<file path="config.mk">
export PLATFORM = sky130hd
export DESIGN_NAME = uart_rx_fifo_flat
export DESIGN_NICKNAME = d
export VERILOG_FILES = /design/src/rtl/uart_pkg.sv /design/src/rtl/uart_rx_fifo_if.sv /design/src/rtl/uart_fifo_mem.sv /design/src/rtl/uart_rx_fifo.sv /design/src/flat_wrapper.sv
export SDC_FILE = /design/constraint.sdc
export NUM_CORES = 1
export LEC_CHECK = 0
export BUFFER_PORTS_ARGS = -buffer_cell sky130_fd_sc_hd__buf_2
export CAP_MARGIN = 5
export CORE_MARGIN = 4
export CORE_UTILIZATION = 40
export CTS_CLUSTER_SIZE = 16
export DETAILED_ROUTE_END_ITERATION = 8
export PLACE_DENSITY = 0.7
export SLEW_MARGIN = 25
export SYNTH_ARGS = -nofsm -noshare
export SYNTH_HDL_FRONTEND = slang
export SYNTH_SLANG_ARGS = --single-unit
</file>
<file path="constraint.sdc">
create_clock -name Clock -period 2.8 [get_ports Clock]
set_input_delay 0 -clock Clock [delete_from_list [all_inputs] [get_ports Clock]]
set_output_delay 0 -clock Clock [all_outputs]
set_load 0.02 [all_outputs]
</file>
<file path="src/rtl/uart_pkg.sv">
// Shared UART definitions used by the receiver, the receive FIFO and the transmitter.
package uart_pkg;

  localparam int unsigned DataBitsDefault = 8;

  typedef logic [7:0] uart_byte_t;

  // Saturating 8-bit increment, used for event counters that must stick at 255.
  function automatic logic [7:0] satInc8(logic [7:0] value);
    return (value == 8'hFF) ? value : value + 8'd1;
  endfunction

endpackage

</file>
<file path="src/rtl/uart_rx_fifo_if.sv">
// Bundle between the UART receiver/consumer side and the receive FIFO.
interface uart_rx_fifo_if
  import uart_pkg::*;
#(
  parameter int unsigned DATA_BITS = DataBitsDefault,
  parameter int unsigned DEPTH     = 16
) ();

  localparam int unsigned CountW = $clog2(DEPTH) + 1;

  logic                 RxReady;
  logic [DATA_BITS-1:0] RxData;
  logic                 RdReq;
  logic                 ClearOverflow;
  logic [DATA_BITS-1:0] RdData;
  logic                 Empty;
  logic                 Full;
  logic                 AlmostFull;
  logic [CountW-1:0]    Count;
  logic                 Overflow;
  logic [7:0]           DropCount;

  modport master (
    output RxReady, RxData, RdReq, ClearOverflow,
    input  RdData, Empty, Full, AlmostFull, Count, Overflow, DropCount
  );

  modport slave (
    input  RxReady, RxData, RdReq, ClearOverflow,
    output RdData, Empty, Full, AlmostFull, Count, Overflow, DropCount
  );

endinterface

</file>
<file path="src/rtl/uart_fifo_mem.sv">
// Register-array storage: synchronous write, asynchronous read, asynchronous clear.
module uart_fifo_mem #(
  parameter int unsigned Width = 8,
  parameter int unsigned Depth = 16,
  localparam int unsigned AddrW = $clog2(Depth)
) (
  input  logic             Clock,
  input  logic             ResetN,
  input  logic             WrEn,
  input  logic [AddrW-1:0] WrAddr,
  input  logic [Width-1:0] WrData,
  input  logic [AddrW-1:0] RdAddr,
  output logic [Width-1:0] RdData
);

  logic [Width-1:0] memQ [Depth];

  always_ff @(posedge Clock or negedge ResetN) begin
    if (!ResetN) begin
      memQ <= '{default: '0};
    end else if (WrEn) begin
      memQ[WrAddr] <= WrData;
    end
  end

  assign RdData = memQ[RdAddr];

endmodule

</file>
<file path="src/rtl/uart_rx_fifo.sv">
// First-word-fall-through receive FIFO with level flags and sticky overflow accounting.
module uart_rx_fifo
  import uart_pkg::*;
#(
  parameter int unsigned DATA_BITS         = DataBitsDefault,
  parameter int unsigned DEPTH             = 16,
  parameter int unsigned ALMOST_FULL_LEVEL = 12
) (
  input logic          Clock,
  input logic          ResetN,
  uart_rx_fifo_if.slave Bus
);

  localparam int unsigned AddrW = $clog2(DEPTH);
  localparam int unsigned CountW = AddrW + 1;
  localparam logic [CountW-1:0] DepthLevel = CountW'(DEPTH);
  localparam logic [CountW-1:0] AfLevel = CountW'(ALMOST_FULL_LEVEL);

  logic [AddrW-1:0]     wrPtrQ, rdPtrQ;
  logic [CountW-1:0]    countQ;
  logic                 overflowQ;
  logic [7:0]           dropCountQ;
  logic                 empty, full;
  logic                 wrEn, rdEn, drop;
  logic [DATA_BITS-1:0] headData;

  assign empty = (countQ == '0);
  assign full  = (countQ == DepthLevel);

  // A full FIFO still accepts a byte when the head is popped in the same cycle.
  assign wrEn = Bus.RxReady & (~full | Bus.RdReq);
  assign rdEn = Bus.RdReq & ~empty;
  assign drop = Bus.RxReady & full & ~Bus.RdReq;

  always_ff @(posedge Clock or negedge ResetN) begin
    if (!ResetN) begin
      wrPtrQ     <= '0;
      rdPtrQ     <= '0;
      countQ     <= '0;
      overflowQ  <= 1'b0;
      dropCountQ <= '0;
    end else begin
      if (wrEn) begin
        wrPtrQ <= wrPtrQ + AddrW'(1);
      end
      if (rdEn) begin
        rdPtrQ <= rdPtrQ + AddrW'(1);
      end

      unique case ({wrEn, rdEn})
        2'b10:   countQ <= countQ + CountW'(1);
        2'b01:   countQ <= countQ - CountW'(1);
        default: countQ <= countQ;
      endcase

      // A drop in the same cycle as a clear restarts the tally at one.
      if (drop) begin
        overflowQ  <= 1'b1;
        dropCountQ <= Bus.ClearOverflow ? 8'd1 : satInc8(dropCountQ);
      end else if (Bus.ClearOverflow) begin
        overflowQ  <= 1'b0;
        dropCountQ <= '0;
      end
    end
  end

  uart_fifo_mem #(
    .Width (DATA_BITS),
    .Depth (DEPTH)
  ) u_mem (
    .Clock  (Clock),
    .ResetN (ResetN),
    .WrEn   (wrEn),
    .WrAddr (wrPtrQ),
    .WrData (Bus.RxData),
    .RdAddr (rdPtrQ),
    .RdData (headData)
  );

  assign Bus.RdData     = headData;
  assign Bus.Empty      = empty;
  assign Bus.Full       = full;
  assign Bus.AlmostFull = (countQ >= AfLevel);
  assign Bus.Count      = countQ;
  assign Bus.Overflow   = overflowQ;
  assign Bus.DropCount  = dropCountQ;

endmodule

</file>
<file path="src/flat_wrapper.sv">
// flat-port wrapper written by rule: the top's interface ports become plain ports
module uart_rx_fifo_flat import uart_pkg::*;
#(
  parameter int unsigned DATA_BITS         = DataBitsDefault,
  parameter int unsigned DEPTH             = 16,
  parameter int unsigned ALMOST_FULL_LEVEL = 12
)
  (Clock, ResetN, Bus_RxReady, Bus_RxData, Bus_RdReq, Bus_ClearOverflow, Bus_RdData, Bus_Empty, Bus_Full, Bus_AlmostFull, Bus_Count, Bus_Overflow, Bus_DropCount);
  uart_rx_fifo_if #(.DATA_BITS(DATA_BITS), .DEPTH(DEPTH)) Bus_i ();
  input logic Clock;
  input logic ResetN;
  input wire logic [$bits(Bus_i.RxReady)-1:0] Bus_RxReady;
  input wire logic [$bits(Bus_i.RxData)-1:0] Bus_RxData;
  input wire logic [$bits(Bus_i.RdReq)-1:0] Bus_RdReq;
  input wire logic [$bits(Bus_i.ClearOverflow)-1:0] Bus_ClearOverflow;
  output wire logic [$bits(Bus_i.RdData)-1:0] Bus_RdData;
  output wire logic [$bits(Bus_i.Empty)-1:0] Bus_Empty;
  output wire logic [$bits(Bus_i.Full)-1:0] Bus_Full;
  output wire logic [$bits(Bus_i.AlmostFull)-1:0] Bus_AlmostFull;
  output wire logic [$bits(Bus_i.Count)-1:0] Bus_Count;
  output wire logic [$bits(Bus_i.Overflow)-1:0] Bus_Overflow;
  output wire logic [$bits(Bus_i.DropCount)-1:0] Bus_DropCount;
  assign Bus_i.RxReady = Bus_RxReady;
  assign Bus_i.RxData = Bus_RxData;
  assign Bus_i.RdReq = Bus_RdReq;
  assign Bus_i.ClearOverflow = Bus_ClearOverflow;
  assign Bus_RdData = Bus_i.RdData;
  assign Bus_Empty = Bus_i.Empty;
  assign Bus_Full = Bus_i.Full;
  assign Bus_AlmostFull = Bus_i.AlmostFull;
  assign Bus_Count = Bus_i.Count;
  assign Bus_Overflow = Bus_i.Overflow;
  assign Bus_DropCount = Bus_i.DropCount;
  uart_rx_fifo #(.DATA_BITS(DATA_BITS), .DEPTH(DEPTH), .ALMOST_FULL_LEVEL(ALMOST_FULL_LEVEL)) u_core (.Clock(Clock), .ResetN(ResetN), .Bus(Bus_i));
endmodule
</file>
==> results.json <==
{
  "outcome": "completed",
  "start_kind": "flop",
  "reg2reg_slack_ps": 60,
  "fin_crit_sh_pct": 97.80,
  "grt_first_pass_wirelength_um": 25530,
  "crit_path_end_kind": "flop",
  "yosysWarnings": 0,
  "critPathSlowestCell": "or3_4",
  "drt_pre_antenna_iters": 4,
  "num_rows": 49,
  "p_leak_nw": 3.671,
  "max_freq_ghz": 0.3652,
  "io_buffers": 37,
  "place_hpwl_um": 10440,
  "finClkSkew_ps": 7.167,
  "cts_tree": "yes",
  "ios": 38,
  "ys_seq_elements": 150,
  "final-seq-area_um2": 3757,
  "areaGrowthSynthToFinish_pct": 14.31,
  "hp-start": "Bus_RdReq",
  "fillers": 1517,
  "antenna_cells": 0,
  "first_global_vias": 4705,
  "crit_chain": "or3_4 -> o31a_2 -> ha_4 -> fa_1 -> a21oi_1 -> o21ai_0 -> o311ai_0",
  "worstRegToRegCells": 7,
  "cpLargestDelayFamily": "compound AO/OA/AOI/OAI gates",
  "die_h_um": 144.2,
  "rsz0062_at_grt": "no",
  "numCtsBuffers": 17,
  "synth-edff-count": 0,
  "cp_slowest_stage_delay_ps": 450,
  "r2r-start": "u_core.Bus.Count[1]",
  "drt_iter0_drc": 227,
  "synth_cells": 487,
  "cp.arrival_ps": 3040,
  "wl_um": 15890,
  "relSlewSlack_pct": 46.27,
  "min_to": "u_core.rdPtrQ[0]",
  "drc_errors": 0,
  "vias_per_cell": 5.535,
  "gp_congestion": 0.7801,
  "antenna_left": 0,
  "ir_drop_v": 0.0005154,
  "multi_input_area_um2": 3517,
  "drive_gt1_share_pct": 50.82,
  "die_area_um2": 20800,
  "cts-root-buf": "clkbuf_16",
  "hold_depth": 3,
  "fp.dieW_um": 144.2,
  "tightest_slew_ps": 806.0,
  "syn_area_um2": 7423,
  "syn_area_per_cell_um2": 15.24,
  "synthesis.nets": 511,
  "routedWlPerCell_um": 20.48,
  "dr_total_vias": 4295,
  "crit_fanout": 9,
  "post_cts_resized": 0,
  "slew_violations": 0,
  "finalHoldViolations": 0,
  "coreArea_um2": 18090,
  "setup_viol": 0,
  "yosysMostFrequentCell": "dfrtp_1",
  "holdBufCountCts": 3,
  "reg2reg_to": "u_core.Bus.Count[4]",
  "htree_levels": 4,
  "ys_top_cells_by_count": "dfrtp_1 (150), mux2_2 (75), mux2_4 (56)",
  "clkTransAtPathRegs_ps": 60,
  "finalSetupTns_ps": 0,
  "final_nets": 558,
  "crit_required_ps": 3100,
  "cts.sink_count": 150,
  "yosysTopAreaCellShare_pct": 50.56,
  "cts_setup_buffers": 0,
  "track_usage_pct": 16.15,
  "cts_buffer_depth": 2,
  "power_density_nw_per_um2": 1186,
  "synth_area_leaders": "dfrtp_1 (51%), mux2_2 (11%), mux2_4 (11%), mux4_2 (9.7%), ha_1 (1.7%)",
  "critPathKind": "reg -> reg",
  "grt-ovfl-total": 0,
  "async_flop_share_pct": 100.0,
  "synth_cell_type_count": 52,
  "crit_buf_inv": 0,
  "start_util_pct": 41.04,
  "synthDominantAreaCellType": "dfrtp_1",
  "hp-class": "in -> reg",
  "grt_max_degree": 88,
  "antenna_found_initial": 0,
  "ys.flop_type": "dfrtp_1",
  "min_period_ps": 2739,
  "ys_seq_area_share_pct": 50.56,
  "cap_violations": 0,
  "clk_latency_ps": 420,
  "p_total_w": 0.01007
}
==> report_power, final <==
group | switching (W) | internal, W
clock network | 0.000940 | 0.00114
registers | 0.000702 | 0.00318
logic | 0.00178 | 0.00233
==> how the worst max path moves through the flow <==
stage,start,cells past startpoint,to
after floorplan,u_core.Bus.Count[1],11,u_core.Bus.Count[4]
after global placement,u_core.Bus.Count[1],7,u_core.Bus.Count[4]
after detailed placement,u_core.Bus.Count[1],7,u_core.Bus.Count[4]
after CTS,u_core.Bus.Count[1],7,u_core.Bus.Count[4]
after global routing,u_core.Bus.Count[1],7,u_core.Bus.Count[4]
final,u_core.Bus.Count[1],7,u_core.Bus.Count[4]
==> logic make-up (layout without fill, tap and decap cells) <==
| logic type | after synthesis | in the layout | synth area share [%] |
|---|---|---|---|
| multiplexers | 164 | 164 | 32.55 |
| flip-flops | 150 | 150 | 50.56 |
| AND/OR/NAND/NOR | 79 | 79 | 7.787 |
| AO/OA/AOI/OAI | 40 | 40 | 3.776 |
| buffers and inverters | 34 | 94 | 2.309 |
| adder cells (fa/ha/maj) | 11 | 11 | 1.955 |
| XOR/XNOR | 9 | 9 | 1.062 |
==> flip-flops by register name (all words and copies together), names as in the netlist <==
register              cells
u_core.u_mem.memQ       128
u_core.wrPtrQ             4
u_core.Bus.Count          5
u_core.Bus.DropCount      8
u_core.Bus.Overflow       1
u_core.rdPtrQ             4
==> area by class of cell <==
type / count / area share (%)
clock inverter: 14 / 1.209
timing repair buffer: 57 / 4.409
sequential: 150 / 44.28
multi-input combinational: 303 / 41.45
clock buffer: 18 / 5.058
tap: 229 / 3.377
inverter: 5 / 0.2212
==> cell usage in the layout (no fill, tap or decap), types with 4 or more instances in the layout <==
master | synthesis | layout
clkinvlp_4 | 0 | 4
nor3_4 | 7 | 8
nor3_2 | 10 | 9
a21oi_1 | 7 | 7
nand2_1 | 18 | 18
o21ai_0 | 5 | 5
inv_6 | 0 | 5
mux2_4 | 56 | 56
dfrtp_1 | 150 | 147
inv_1 | 5 | 5
nor2_1 | 5 | 5
mux2_2 | 75 | 75
xnor2_1 | 7 | 7
mux4_2 | 32 | 32
buf_2 | 4 | 36
ha_1 | 10 | 9
nand2b_1 | 8 | 8
buf_4 | 0 | 15
clkbuf_16 | 0 | 17
a22oi_1 | 16 | 16
clkinv_2 | 0 | 4
==> stage by stage <==
step | worst slack [ps] | util, % | instance area (um^2) | hold slack, ps | std cells
floorplan | 6.844 | - | 7438 | -295.6 | 487
global placement | 203.7 | 43.81 | 7924 | 111.1 | 741
detailed placement | 150.2 | 43.81 | 7924 | 121.7 | 741
CTS | 131.5 | 46.92 | 8486 | 26.16 | 776
global route | 42.71 | 46.92 | 8486 | 51.78 | 776
finish | 61.50 | 46.92 | 8486 | 43.74 | 776
==> worst min-delay path, stage by stage <==
cell and delay (ps):
buf_2 130, o31a_2 160, xor2_1 130
==> routing by layer <==
layer  vias to the layer above  share of wire [%]  track usage, %
met5                         -                  0               0
met4                         0                2.5           6.431
met3                        26                2.6           3.538
met2                        75                 50           26.78
met1                      2288                 45           20.77
li1                       1906                  -               -
(Power assumes the default switching activity.)
